`config.mk`:
```
export PLATFORM = sky130hd
export DESIGN_NAME = fetch_prefetch_queue
export DESIGN_NICKNAME = d
export VERILOG_FILES = /design/src/rtl/fetch_prefetch_queue.sv
export SDC_FILE = /design/constraint.sdc
export NUM_CORES = 1
export LEC_CHECK = 0
export CAP_MARGIN = 20
export CORE_MARGIN = 8
export CORE_UTILIZATION = 43
export CTS_CLUSTER_SIZE = 12
export DETAILED_ROUTE_END_ITERATION = 10
export HOLD_SLACK_MARGIN = 0.15
export PLACE_DENSITY_LB_ADDON = 0.1
export SKIP_CTS_REPAIR_TIMING = 1
export SYNTH_ARGS = -nofsm -noshare
export SYNTH_HDL_FRONTEND = slang
export SYNTH_SLANG_ARGS = --single-unit
```
`constraint.sdc`:
```
create_clock -name clk_i -period 8 [get_ports clk_i]
set_clock_uncertainty 0.05 [all_clocks]
set_input_delay 1.6 -clock clk_i [delete_from_list [all_inputs] [get_ports clk_i]]
set_output_delay 1.6 -clock clk_i [all_outputs]
set_load 0.005 [all_outputs]
```
`src/rtl/fetch_prefetch_queue.sv`:
```
// Fetch stage with sequential prefetch into an instruction queue and a pipelined imem port.
// Optional performance counters are built when FETCH_PERF_CNT_EN is defined.
module fetch_prefetch_queue #(
  parameter int unsigned          XLEN            = 32,
  parameter logic [XLEN-1:0]      RESET_PC        = XLEN'(32'h8000_0000),
  parameter int unsigned          QUEUE_DEPTH     = 4,
  parameter int unsigned          MAX_OUTSTANDING = 2
) (
  input  logic            clk_i,
  input  logic            rst_ni,
  input  logic            redirect_valid_i,
  input  logic [XLEN-1:0] redirect_pc_i,
  output logic            imem_req_valid_o,
  input  logic            imem_req_ready_i,
  output logic [XLEN-1:0] imem_req_addr_o,
  input  logic            imem_resp_valid_i,
  input  logic [XLEN-1:0] imem_resp_data_i,
  output logic            fetch_valid_o,
  input  logic            fetch_ready_i,
  output logic [XLEN-1:0] fetch_pc_o,
  output logic [XLEN-1:0] fetch_inst_o,
  output logic [31:0]     perf_inst_cnt_o,
  output logic [31:0]     perf_stall_cnt_o
);

  localparam int unsigned PW = (QUEUE_DEPTH > 1) ? $clog2(QUEUE_DEPTH) : 1;
  localparam int unsigned CW = PW + 1;
  localparam int unsigned OW = $clog2(MAX_OUTSTANDING + 1);

  typedef enum logic {ST_IDLE, ST_RUN} st_e;

  // Handshakes: a transfer happens on a clock edge where valid and ready are both high;
  // valid never waits for ready, and addr is held while valid is high until it is taken or redirected.
  st_e             st_q, st_d;
  logic            run;

  logic [XLEN-1:0] req_pc_q, req_pc_d;
  logic [XLEN-1:0] resp_pc_q, resp_pc_d;
  logic [OW-1:0]   outstanding_q, outstanding_d;
  logic [OW-1:0]   discard_q, discard_d;
  logic [PW-1:0]   wr_ptr_q, wr_ptr_d;
  logic [PW-1:0]   rd_ptr_q, rd_ptr_d;
  logic [CW-1:0]   count_q, count_d;
  logic [XLEN-1:0] pc_mem_q   [QUEUE_DEPTH];
  logic [XLEN-1:0] inst_mem_q [QUEUE_DEPTH];

  logic            req_valid;
  logic            fire;
  logic            resp_ok;
  logic            push;
  logic            fetch_valid;
  logic            deq;

  // Run FSM: one idle cycle after reset release, then fetch forever.
  always_ff @(posedge clk_i or negedge rst_ni) begin
    if (!rst_ni) st_q <= ST_IDLE;
    else         st_q <= st_d;
  end

  always_comb begin
    st_d = st_q;
    case (st_q)
      ST_IDLE: st_d = ST_RUN;
      ST_RUN:  st_d = ST_RUN;
      default: st_d = ST_IDLE;
    endcase
  end

  always_comb begin
    run = (st_q == ST_RUN);
  end

  // Request credit counts in-flight requests plus queued entries, so a response always has a slot.
  always_comb begin
    logic [31:0] occ;
    occ       = 32'(outstanding_q) + 32'(count_q);
    req_valid = run && (32'(outstanding_q) < MAX_OUTSTANDING) && (occ < QUEUE_DEPTH);
  end

  assign fire        = req_valid & imem_req_ready_i;
  assign resp_ok     = imem_resp_valid_i & (outstanding_q != '0);
  assign fetch_valid = (count_q != '0) & ~redirect_valid_i;
  assign deq         = fetch_valid & fetch_ready_i;
  assign push        = resp_ok & (discard_q == '0) & ~redirect_valid_i;

  always_comb begin
    outstanding_d = outstanding_q + OW'(fire) - OW'(resp_ok);
    discard_d     = discard_q;
    req_pc_d      = req_pc_q;
    resp_pc_d     = resp_pc_q;
    wr_ptr_d      = wr_ptr_q;
    rd_ptr_d      = rd_ptr_q;
    count_d       = count_q;
    if (redirect_valid_i) begin
      // Everything still in flight after this cycle belongs to the old stream.
      discard_d = outstanding_d;
      req_pc_d  = redirect_pc_i;
      resp_pc_d = redirect_pc_i;
      wr_ptr_d  = '0;
      rd_ptr_d  = '0;
      count_d   = '0;
    end else begin
      if (resp_ok && (discard_q != '0)) discard_d = discard_q - OW'(1);
      if (fire) req_pc_d = req_pc_q + XLEN'(4);
      if (push) resp_pc_d = resp_pc_q + XLEN'(4);
      wr_ptr_d = wr_ptr_q + PW'(push);
      rd_ptr_d = rd_ptr_q + PW'(deq);
      count_d  = count_q + CW'(push) - CW'(deq);
    end
  end

  always_ff @(posedge clk_i or negedge rst_ni) begin
    if (!rst_ni) begin
      req_pc_q      <= RESET_PC;
      resp_pc_q     <= RESET_PC;
      outstanding_q <= '0;
      discard_q     <= '0;
      wr_ptr_q      <= '0;
      rd_ptr_q      <= '0;
      count_q       <= '0;
    end else begin
      req_pc_q      <= req_pc_d;
      resp_pc_q     <= resp_pc_d;
      outstanding_q <= outstanding_d;
      discard_q     <= discard_d;
      wr_ptr_q      <= wr_ptr_d;
      rd_ptr_q      <= rd_ptr_d;
      count_q       <= count_d;
    end
  end

  always_ff @(posedge clk_i) begin
    if (push) begin
      pc_mem_q[wr_ptr_q]   <= resp_pc_q;
      inst_mem_q[wr_ptr_q] <= imem_resp_data_i;
    end
  end

  // Data outputs read zero while nothing meaningful is presented, so reset drives every output low.
  assign imem_req_valid_o = req_valid;
  assign imem_req_addr_o  = run ? req_pc_q : '0;
  assign fetch_valid_o    = fetch_valid;
  assign fetch_pc_o       = (count_q != '0) ? pc_mem_q[rd_ptr_q]   : '0;
  assign fetch_inst_o     = (count_q != '0) ? inst_mem_q[rd_ptr_q] : '0;

`ifdef FETCH_PERF_CNT_EN
  logic [31:0] inst_cnt_q, inst_cnt_d;
  logic [31:0] stall_cnt_q, stall_cnt_d;

  always_comb begin
    inst_cnt_d  = inst_cnt_q + 32'(deq);
    stall_cnt_d = stall_cnt_q + 32'(fetch_ready_i & ~fetch_valid);
  end

  always_ff @(posedge clk_i or negedge rst_ni) begin
    if (!rst_ni) begin
      inst_cnt_q  <= '0;
      stall_cnt_q <= '0;
    end else begin
      inst_cnt_q  <= inst_cnt_d;
      stall_cnt_q <= stall_cnt_d;
    end
  end

  assign perf_inst_cnt_o  = inst_cnt_q;
  assign perf_stall_cnt_o = stall_cnt_q;
`else
  assign perf_inst_cnt_o  = 32'h0;
  assign perf_stall_cnt_o = 32'h0;
`endif

  // A response with nothing in flight is a memory-side protocol violation; it is ignored above.
  a_resp_has_request: assert property (@(posedge clk_i) disable iff (!rst_ni)
    imem_resp_valid_i |-> (outstanding_q != '0));

  a_count_bound: assert property (@(posedge clk_i) disable iff (!rst_ni)
    32'(count_q) <= QUEUE_DEPTH);

endmodule

```
-- Word level (Yosys, flattened, before mapping)
Memories as Yosys holds them, arrays and structs flattened.
Cells that the tools add are included.
- register bits: 76
- memories: 2
- memory bits (writable): 256
- word-level logic and storage cells: 53
- bits of input ports: 70
- output and inout bits: 162
- add/subtract/negate cells: 10
- mux-type cells: 14
- reduce and logical (&&, ||, !) cells: 10
- bitwise operators: 7
- order comparisons: 2
- memories (memory ; depth ; bits a word ; rd ports ; clocked after Yosys merged registers in ; wr ports ; line ; text):
    inst_mem_q ; 4 ; 32 ; 1 ; 0 ; 1 ; 45 ; logic [XLEN-1:0] inst_mem_q [QUEUE_DEPTH];
    pc_mem_q ; 4 ; 32 ; 1 ; 0 ; 1 ; 44 ; logic [XLEN-1:0] pc_mem_q [QUEUE_DEPTH];
- operators with widths (kind ; number):
    $mux 32 ; 7
    $add 32x3->32 const B ; 2
    $reduce_bool 2->1 ; 5
    $mux 2 ; 4
    $add 2x1->2 ; 3
    $and 1x1->1 ; 6
    $add 2x3->4 ; 1
    $lt 4x3->1 const B ; 1
    $add 3x1->3 ; 1
    $logic_and 1x1->1 ; 3
    $mux 3 ; 1
    $reduce_bool 3->1 ; 1
    $sub 3x1->3 ; 1
    $logic_not 2->1 ; 1
    $lt 2x2->1 const B ; 1
    $mux 1 ; 2
    $sub 2x1->2 ; 1
    $sub 2x1->2 const B ; 1
    $not 1->1 ; 1

-- Logic depth before layout (Yosys ltp)
Gate-level depths: netlist (run 1).
- word-level depth: 7
- depth in mapped cells: 13
- mapped depth without buffers: 13

-- Worst setup path after synthesis (run 1)
No wires, ideal clock.
- path type: input to register
- from: input port redirect_valid_i
- to: memory inst_mem_q[0][0], enable pin
- path buffers: 1
- arrival time: 6.446 ns
- stages: 4
- data required time: 7.385 ns
- setup slack: 0.939 ns
- library setup time: 0.565 ns
- path through: clkbuf_1 -> nor2_1 -> inv_1 -> nor3_1
- longest elaborated chain between the ends: 4
- ends and longest elaborated chain (what ; line ; text):
    from (decl) ; 11 ; input logic redirect_valid_i,
    $not 1->1 ; 84 ; assign push = resp_ok & (discard_q == '0) & ~redirect_valid_i;
    $and 1x1->1 ; 84 ;
    $mux 1 ; 133 ; if (push) begin
    $mux 1 (not written as such) ; 135 ; inst_mem_q[wr_ptr_q] <= imem_resp_data_i;
    to (decl) ; 45 ;
Every way passes these cells.

-- Worst setup path after layout (run 1)
- from: register rd_ptr_q[0]
- to: output port fetch_pc_o[19]
- longest elaborated chain between the ends: 2
- ends and longest elaborated chain (what ; line ; text):
    from (decl) ; 42 ; logic [PW-1:0] rd_ptr_q, rd_ptr_d;
    from (signal assigned) ; 127 ; rd_ptr_q <= rd_ptr_d;
    $mem_v2 4x32 ; -- ;
    $mux 32 ; 143 ; assign fetch_pc_o = (count_q != '0) ? pc_mem_q[rd_ptr_q] : '0;
    to (decl) ; 20 ; output logic [XLEN-1:0] fetch_pc_o,
Every way passes these cells.

==> impl_metrics.csv, run 1 <==
group,metric,value,unit
yosys,synth_area,14570,sq um
yosys,synth_edf_count,256,
clock_tree,clockBufferDepth,3,
layout,multi_input_area,4528,sq um
worst_hold_path,hold_class,"flop to flop",
placement,io_buffers,167,
placement,dp_hpwl,20.03,mm
grt,grt_max_degree,66,
yosys,synth-seq-cells,332,
yosys,yosysSeqAreaShare,0.6585,
layout,n_antenna_cell,0,
floorplan,core,33450,sq um
sta,fin_crit_sh,0.6220,
setup_path,critPathLaunchType,"flop",
yosys,ys_warn_count,0,
layout,drive_gt1_frac,0.1544,
route,viasPerCell,5.031,
clock_tree,root_buffer,"clkbuf_16",
layout,instances_no_fill,1575,
layout,synthToLayoutAreaGrowth,21.23,%
route,drtIter0Drc,329,
route,wl_per_cell,20.11,um
route,post-route-drc-count,0,
yosys,async_reset_ff_frac,0.2289,
clock_tree,clock-sinks,332,
sta,tns,0,ns
layout,final_cell_area,17660,sq um
route,vias,7924,
layout,fillers,2740,
grt,grt_overflow,0,
sta,holdWs,0.4845,ns
power_and_ir_drop,vdd_ir_drop_max,0.0001993,V
placement,placed_cells,1508,
floorplan,fp.dieW,200.0,um
yosys,synthCells,922,
grt,grt_use_total,0.1560,
sta,rsz0062_at_grt,"no",
sta,max_freq,201.0,MHz
setup_path,criticalPathCategory,"flop to output port",
setup_path,cp_data_required_time,6.35,ns
yosys,synth_flop_cell,"edfxtp_1",
placement,place_area,16480,sq um
run,cap_violations,0,
yosys,synth_cell_types,59,
clock_tree,path_clk_slew,0.06,ns
sta,tightest_slew,1.036,ns
grt,antenna_found_initial,0,
floorplan,die_area,40020,sq um
placement,place_congestion,0.7565,
layout,fin_nets,1181,
power_and_ir_drop,power.density,268.6,nW/um^2
sta,finalHoldViolCount,0,
clock_tree,h-tree-depth,2,
floorplan,initial_utilization,0.4355,
clock_tree,clock_insertion_delay_worst_skew,0.51,ns
route,drtPass1Iterations,4,
grt,first_global_vias,8472,
yosys,syn_avg_cell_area,15.80,sq um
grt,grt_pass1_wl,48.47,mm
sta,slew_viol_final,0,
run_status,status,"completed",
sta,maxSlewHeadroom,0.3092,
power_and_ir_drop,p_leak,5.983,nW
route,drtAntennaViolNets,0,
setup_path,crit_path_max_fanout,47,
floorplan,num_io_pins,232,
layout,register_area,9597,sq um
route,wirelength,31.67,mm
floorplan,die_h,200.0,um
floorplan,row_count,67,
sta,finalSetupViolCount,0,
setup_path,critPathCaptureType,"output port",
setup_path,cp.arrival,3.33,ns
sta,period_minus_slack,4.976,ns
clock_tree,numCtsBuffers,38,
clock_tree,cts_tree,"done",
-- path summary, 6_finish.rpt --
check,slack [ns],startpoint,cells past startpoint,to
min,0.48,req_pc_q[0],2,req_pc_q[0]
max,3.02,rd_ptr_q[0],4,fetch_pc_o[19]
max in group asynchronous,5.88,rst_ni,2,rd_ptr_q[0]
max reg2reg,4.90,count_q[2],12,count_q[2]
min reg2reg,0.48,req_pc_q[0],2,req_pc_q[0]
min in group asynchronous,0.99,rst_ni,1,req_pc_q[29]
-- cell usage in the layout, fill, tap and decap left out, types with 4 or more instances in the layout --
cell	count
clkbuf_16	41
a21oi_1	12
xor2_1	23
conb_1	65
clkinv_2	7
nand2b_1	10
nand2_1	24
nand4_1	19
buf_4	10
and3_1	4
inv_1	15
xnor2_1	32
o31a_1	4
nor2_1	32
a21boi_0	13
clkbuf_1	8
mux2_2	23
nor3_1	16
clkdlybuf4s50_1	166
and2_1	35
o21a_1	6
nor2b_1	69
nand3_1	20
dfrtp_1	72
edfxtp_1	256
o21ai_0	6
mux4_2	64
ha_1	10
clkinv_1	7
nor4_1	7
-- synthesized netlist by cell type (all sizes together), types with 6 or more instances --
library cell | count | area share
a21oi | 12 | 0.0041
dfrtp | 74 | 0.13
nor2 | 34 | 0.0088
o21a | 6 | 0.0031
nand2b | 10 | 0.0043
nor2b | 69 | 0.030
nor3 | 19 | 0.0073
nand2 | 25 | 0.0070
o21ai | 6 | 0.0021
clkbuf | 26 | 0.0067
a21boi | 13 | 0.0067
ha | 10 | 0.0086
xor2 | 23 | 0.014
xnor2 | 32 | 0.019
nor4 | 8 | 0.0039
mux2 | 23 | 0.018
mux4 | 64 | 0.099
and2 | 36 | 0.016
edfxtp | 256 | 0.53
and3 | 6 | 0.0027
nand4 | 21 | 0.0099
inv | 15 | 0.0039
nand3 | 21 | 0.0076
buf | 74 | 0.037
-- worst max-delay path, stage by stage, from the launching register on --
cell and delay, ns:
dfrtp_4 1.06, buf_4 0.52, mux4_2 0.54, nor2b_1 0.14, clkdlybuf4s50_1 0.55
-- cells by family (layout without fill, tap and decap cells) --
| logic type | after synthesis | count (layout) | share of synthesized area |
|---|---|---|---|
| AO/OA/AOI/OAI | 57 | 57 | 0.02757 |
| XOR/XNOR | 55 | 55 | 0.03307 |
| adder cells (fa/ha/maj) | 11 | 11 | 0.009965 |
| buffers and inverters | 117 | 259 | 0.04888 |
| flip-flops | 332 | 332 | 0.6585 |
| multiplexers | 88 | 88 | 0.1174 |
| other | 2 | 65 | 0.0005156 |
| AND/OR/NAND/NOR | 260 | 260 | 0.1040 |
-- through the flow --
step                total power, W  utilization  worst slack (ns)
global placement          0.003177       0.4928             3.235
global route              0.004973       0.5279             2.710
finish                    0.004742       0.5279             3.024
floorplan                 0.002648            -            0.9393
detailed placement        0.003180       0.4928             3.236
CTS                       0.004821       0.5279             2.847
-- flip-flops by register name, indices dropped and copies added (netlist names) --
| name | flops |
|---|---|
| outstanding_q | 2 |
| inst_mem_q | 128 |
| resp_pc_q | 32 |
| count_q | 3 |
| wr_ptr_q | 2 |
| discard_q | 2 |
| rd_ptr_q | 2 |
| pc_mem_q | 128 |
| run | 1 |
| req_pc_q | 32 |
-- where the power goes --
| part | total (W) | internal (W) | switching (W) |
|---|---|---|---|
| combinational | 0.00101 | 0.000567 | 0.000441 |
| clock | 0.00162 | 0.000963 | 0.000659 |
| sequential | 0.00211 | 0.00198 | 0.000132 |
| total | 0.00474 | 0.00351 | 0.00123 |
-- final cells by class --
class	count	area share
repair buffers	176	0.09836
clock buffers	49	0.05981
multi-input cells	536	0.2564
inverters	16	0.003401
flip-flops and latches	332	0.5435
clock inverters	18	0.006732
well taps	448	0.03175
-- routing by layer --
metal	up-vias	part of all wire	track usage
met1	4010	0.46	0.2167
met3	36	0.057	0.03420
li1	3689	-	-
met5	-	0	0
met4	0	0.014	0.03351
met2	189	0.47	0.2505
No activity file was read; power rests on OpenSTA's default activity.
==> run 2, diff against run 1 <==
==> constraint.sdc (replaced) <==
create_clock -name clk_i -period 4.43 [get_ports clk_i]
set_clock_uncertainty 0.05 [all_clocks]
set_input_delay 0.886 -clock clk_i [delete_from_list [all_inputs] [get_ports clk_i]]
set_output_delay 0.886 -clock clk_i [all_outputs]
set_load 0.005 [all_outputs]
==> impl_metrics.csv, run 2 (synthesis gave the netlist of run 1 again) <==
group,metric,value,unit
sta,max_freq,263.2,MHz
setup_path,ff2ff_path_depth,12,
route,viasPerCell,5.013,
setup_path,crit_path_max_fanout,27,
clock_tree,cts_tree,"done",
placement,place_area,16650,sq um
grt,antenna_found_initial,0,
power_and_ir_drop,netSwitchingPower,0.002182,W
sta,period_minus_slack,3.800,ns
setup_path,cp_data_required_time,3.49,ns
placement,io_buffers,167,
worst_hold_path,hold_class,"input pin to async pin",
power_and_ir_drop,swShare,0.2575,
grt,grt_use_total,0.1569,
layout,layout_common_cells,"edfxtp_1 (256), clkdlybuf4s50_1 (166), dfrtp_1 (72)",
sta,fin_crit_sh,0.8578,
clock_tree,clock_insertion_delay_worst_skew,0.51,ns
power_and_ir_drop,p_leak,6.027,nW
grt,first_global_vias,8514,
route,wirelength,31.48,mm
layout,n_antenna_cell,0,
floorplan,core,33450,sq um
layout,drive_gt1_frac,0.1567,
sta,rsz0062_at_grt,"no",
setup_path,ff2ff_setup_slack,1.51,ns
route,drtIter0Drc,328,
placement,dp_hpwl,20.65,mm
setup_path,cpPeakStageDelay,0.79,ns
setup_path,r2r-start,"count_q[2]",
placement,place_congestion,0.7583,
clock_tree,root_buffer,"clkbuf_16",
grt,met3_usage,0.03537,
grt,grt_overflow,0,
sta,tightest_slew,0.7838,ns
setup_path,critPathCaptureType,"output port",
floorplan,die_area,40020,sq um
setup_path,cp.arrival,2.86,ns
setup_path,worstSetupEndpoint,"fetch_inst_o[13]",
setup_path,critPathLaunchType,"flop",
run,cap_violations,0,
grt,grt_use_met1,0.2136,
clock_tree,clock-sinks,332,
grt,busiest_layer,"met2",
power_and_ir_drop,vdd_ir_drop_max,0.0002444,V
route,drtAntennaViolNets,0,
floorplan,row_count,67,
layout,final_cell_area,17770,sq um
power_and_ir_drop,sequentialPowerShare,0.447,
layout,synthToLayoutAreaGrowth,21.98,%
setup_path,criticalPathCategory,"flop to output port",
setup_path,worst_path_max_delay_cell,"dfrtp_4",
route,wl_per_cell,19.87,um
setup_path,crit_chain,"buf_4 > mux4_2 > nor2b_1 > clkdlybuf4s50_1",
route,drtPass1Iterations,4,
sta,slew_viol_final,0,
clock_tree,path_clk_slew,0.06,ns
grt,grt_pass1_wl,48.83,mm
layout,final_common_cell,"edfxtp_1",
floorplan,die_h,200.0,um
setup_path,crit_start,"rd_ptr_q[0]",
clock_tree,numCtsBuffers,37,
sta,tns,0,ns
sta,finalSetupViolCount,0,
floorplan,num_io_pins,232,
placement,place_ws,0.7923,ns
setup_path,worstReg2RegEnd,"count_q[2]",
floorplan,fp.dieW,200.0,um
sta,worst_slack,0.6299,ns
power_and_ir_drop,p_clk_frac,0.334,
sta,finalHoldViolCount,0,
floorplan,initial_utilization,0.4355,
grt,grt_use_met2,0.2544,
power_and_ir_drop,pwr-share-comb,0.219,
power_and_ir_drop,power.density,476.9,nW/um^2
layout,reg.largest.list,"inst_mem_q: 128 flops, pc_mem_q: 128 flops",
layout,fin_util,0.5312,
clock_tree,h-tree-depth,2,
run_status,status,"completed",
route,post-route-drc-count,0,
layout,fin_nets,1190,
power_and_ir_drop,intPower,0.006291,W
sta,maxSlewHeadroom,0.4775,
clock_tree,clockBufferDepth,3,
route,vias,7940,
grt,grt_max_degree,60,
run 2: worst min path at each step:
stage | startpoint | slack, ns | to
finish | rst_ni | 0.39 | req_pc_q[27]
CTS | rst_ni | 0.44 | req_pc_q[27]
detailed placement | req_pc_q[1] | 0.46 | req_pc_q[1]
global placement | req_pc_q[1] | 0.46 | req_pc_q[1]
floorplan | resp_pc_q[0] | 0.43 | pc_mem_q[0][0]
global route | rst_ni | 0.45 | req_pc_q[27]
run 2: routing by layer:
layer	share of wire	wire length, um
met3	0.061	1925
met1	0.45	14040
met2	0.48	14990
met5	0	0
met4	0.017	524
run 2: cell type report:
cell class / instances / area, sq um
clock buffer: 51 / 1021
clock inverter: 15 / 95.09
fill: 2802 / 15680
inverter: 16 / 60.06
multi-input combinational: 536 / 4534
sequential: 332 / 9597
tap: 448 / 560.5
timing repair buffer: 186 / 1899
run 2: critical path: cells and delay by family, from the launching register on:
kind	cells	cell delay [ns]
buf+inv	2	0.86
mux	1	0.54
simple gates	1	0.16
flops	1	0.79
run 2: through the flow:
step / power [W] / cells / hold WS, ns
after floorplan: 0.004777 / 985 / 0.4260
after global placement: 0.005742 / 1518 / 0.4613
after detailed placement: 0.005763 / 1518 / 0.4637
after CTS: 0.008617 / 1584 / 0.4383
after global routing: 0.008903 / 1584 / 0.4494
final: 0.008473 / 1584 / 0.3928
run 2: power by group through the flow:
stage | logic, W | registers [W] | clock network (W)
5_1_grt | 0.00205 | 0.00381 | 0.00303
3_5_place_dp | 0.00191 | 0.00385 | 0
2_1_floorplan | 0.00102 | 0.00376 | 0
4_1_cts | 0.00192 | 0.00379 | 0.00291
6_report | 0.00186 | 0.00378 | 0.00283
3_3_place_gp | 0.00190 | 0.00385 | 0
==> run 3, diff against run 2 <==
--- a/config.mk
+++ b/config.mk
@@ -16,3 +16,4 @@
 export SYNTH_ARGS = -nofsm -noshare
 export SYNTH_HDL_FRONTEND = slang
 export SYNTH_SLANG_ARGS = --single-unit
+export TNS_END_PERCENT = 100
==> results of run 3 <==
Final layout, timing and power as in run 2 (identical DEF).
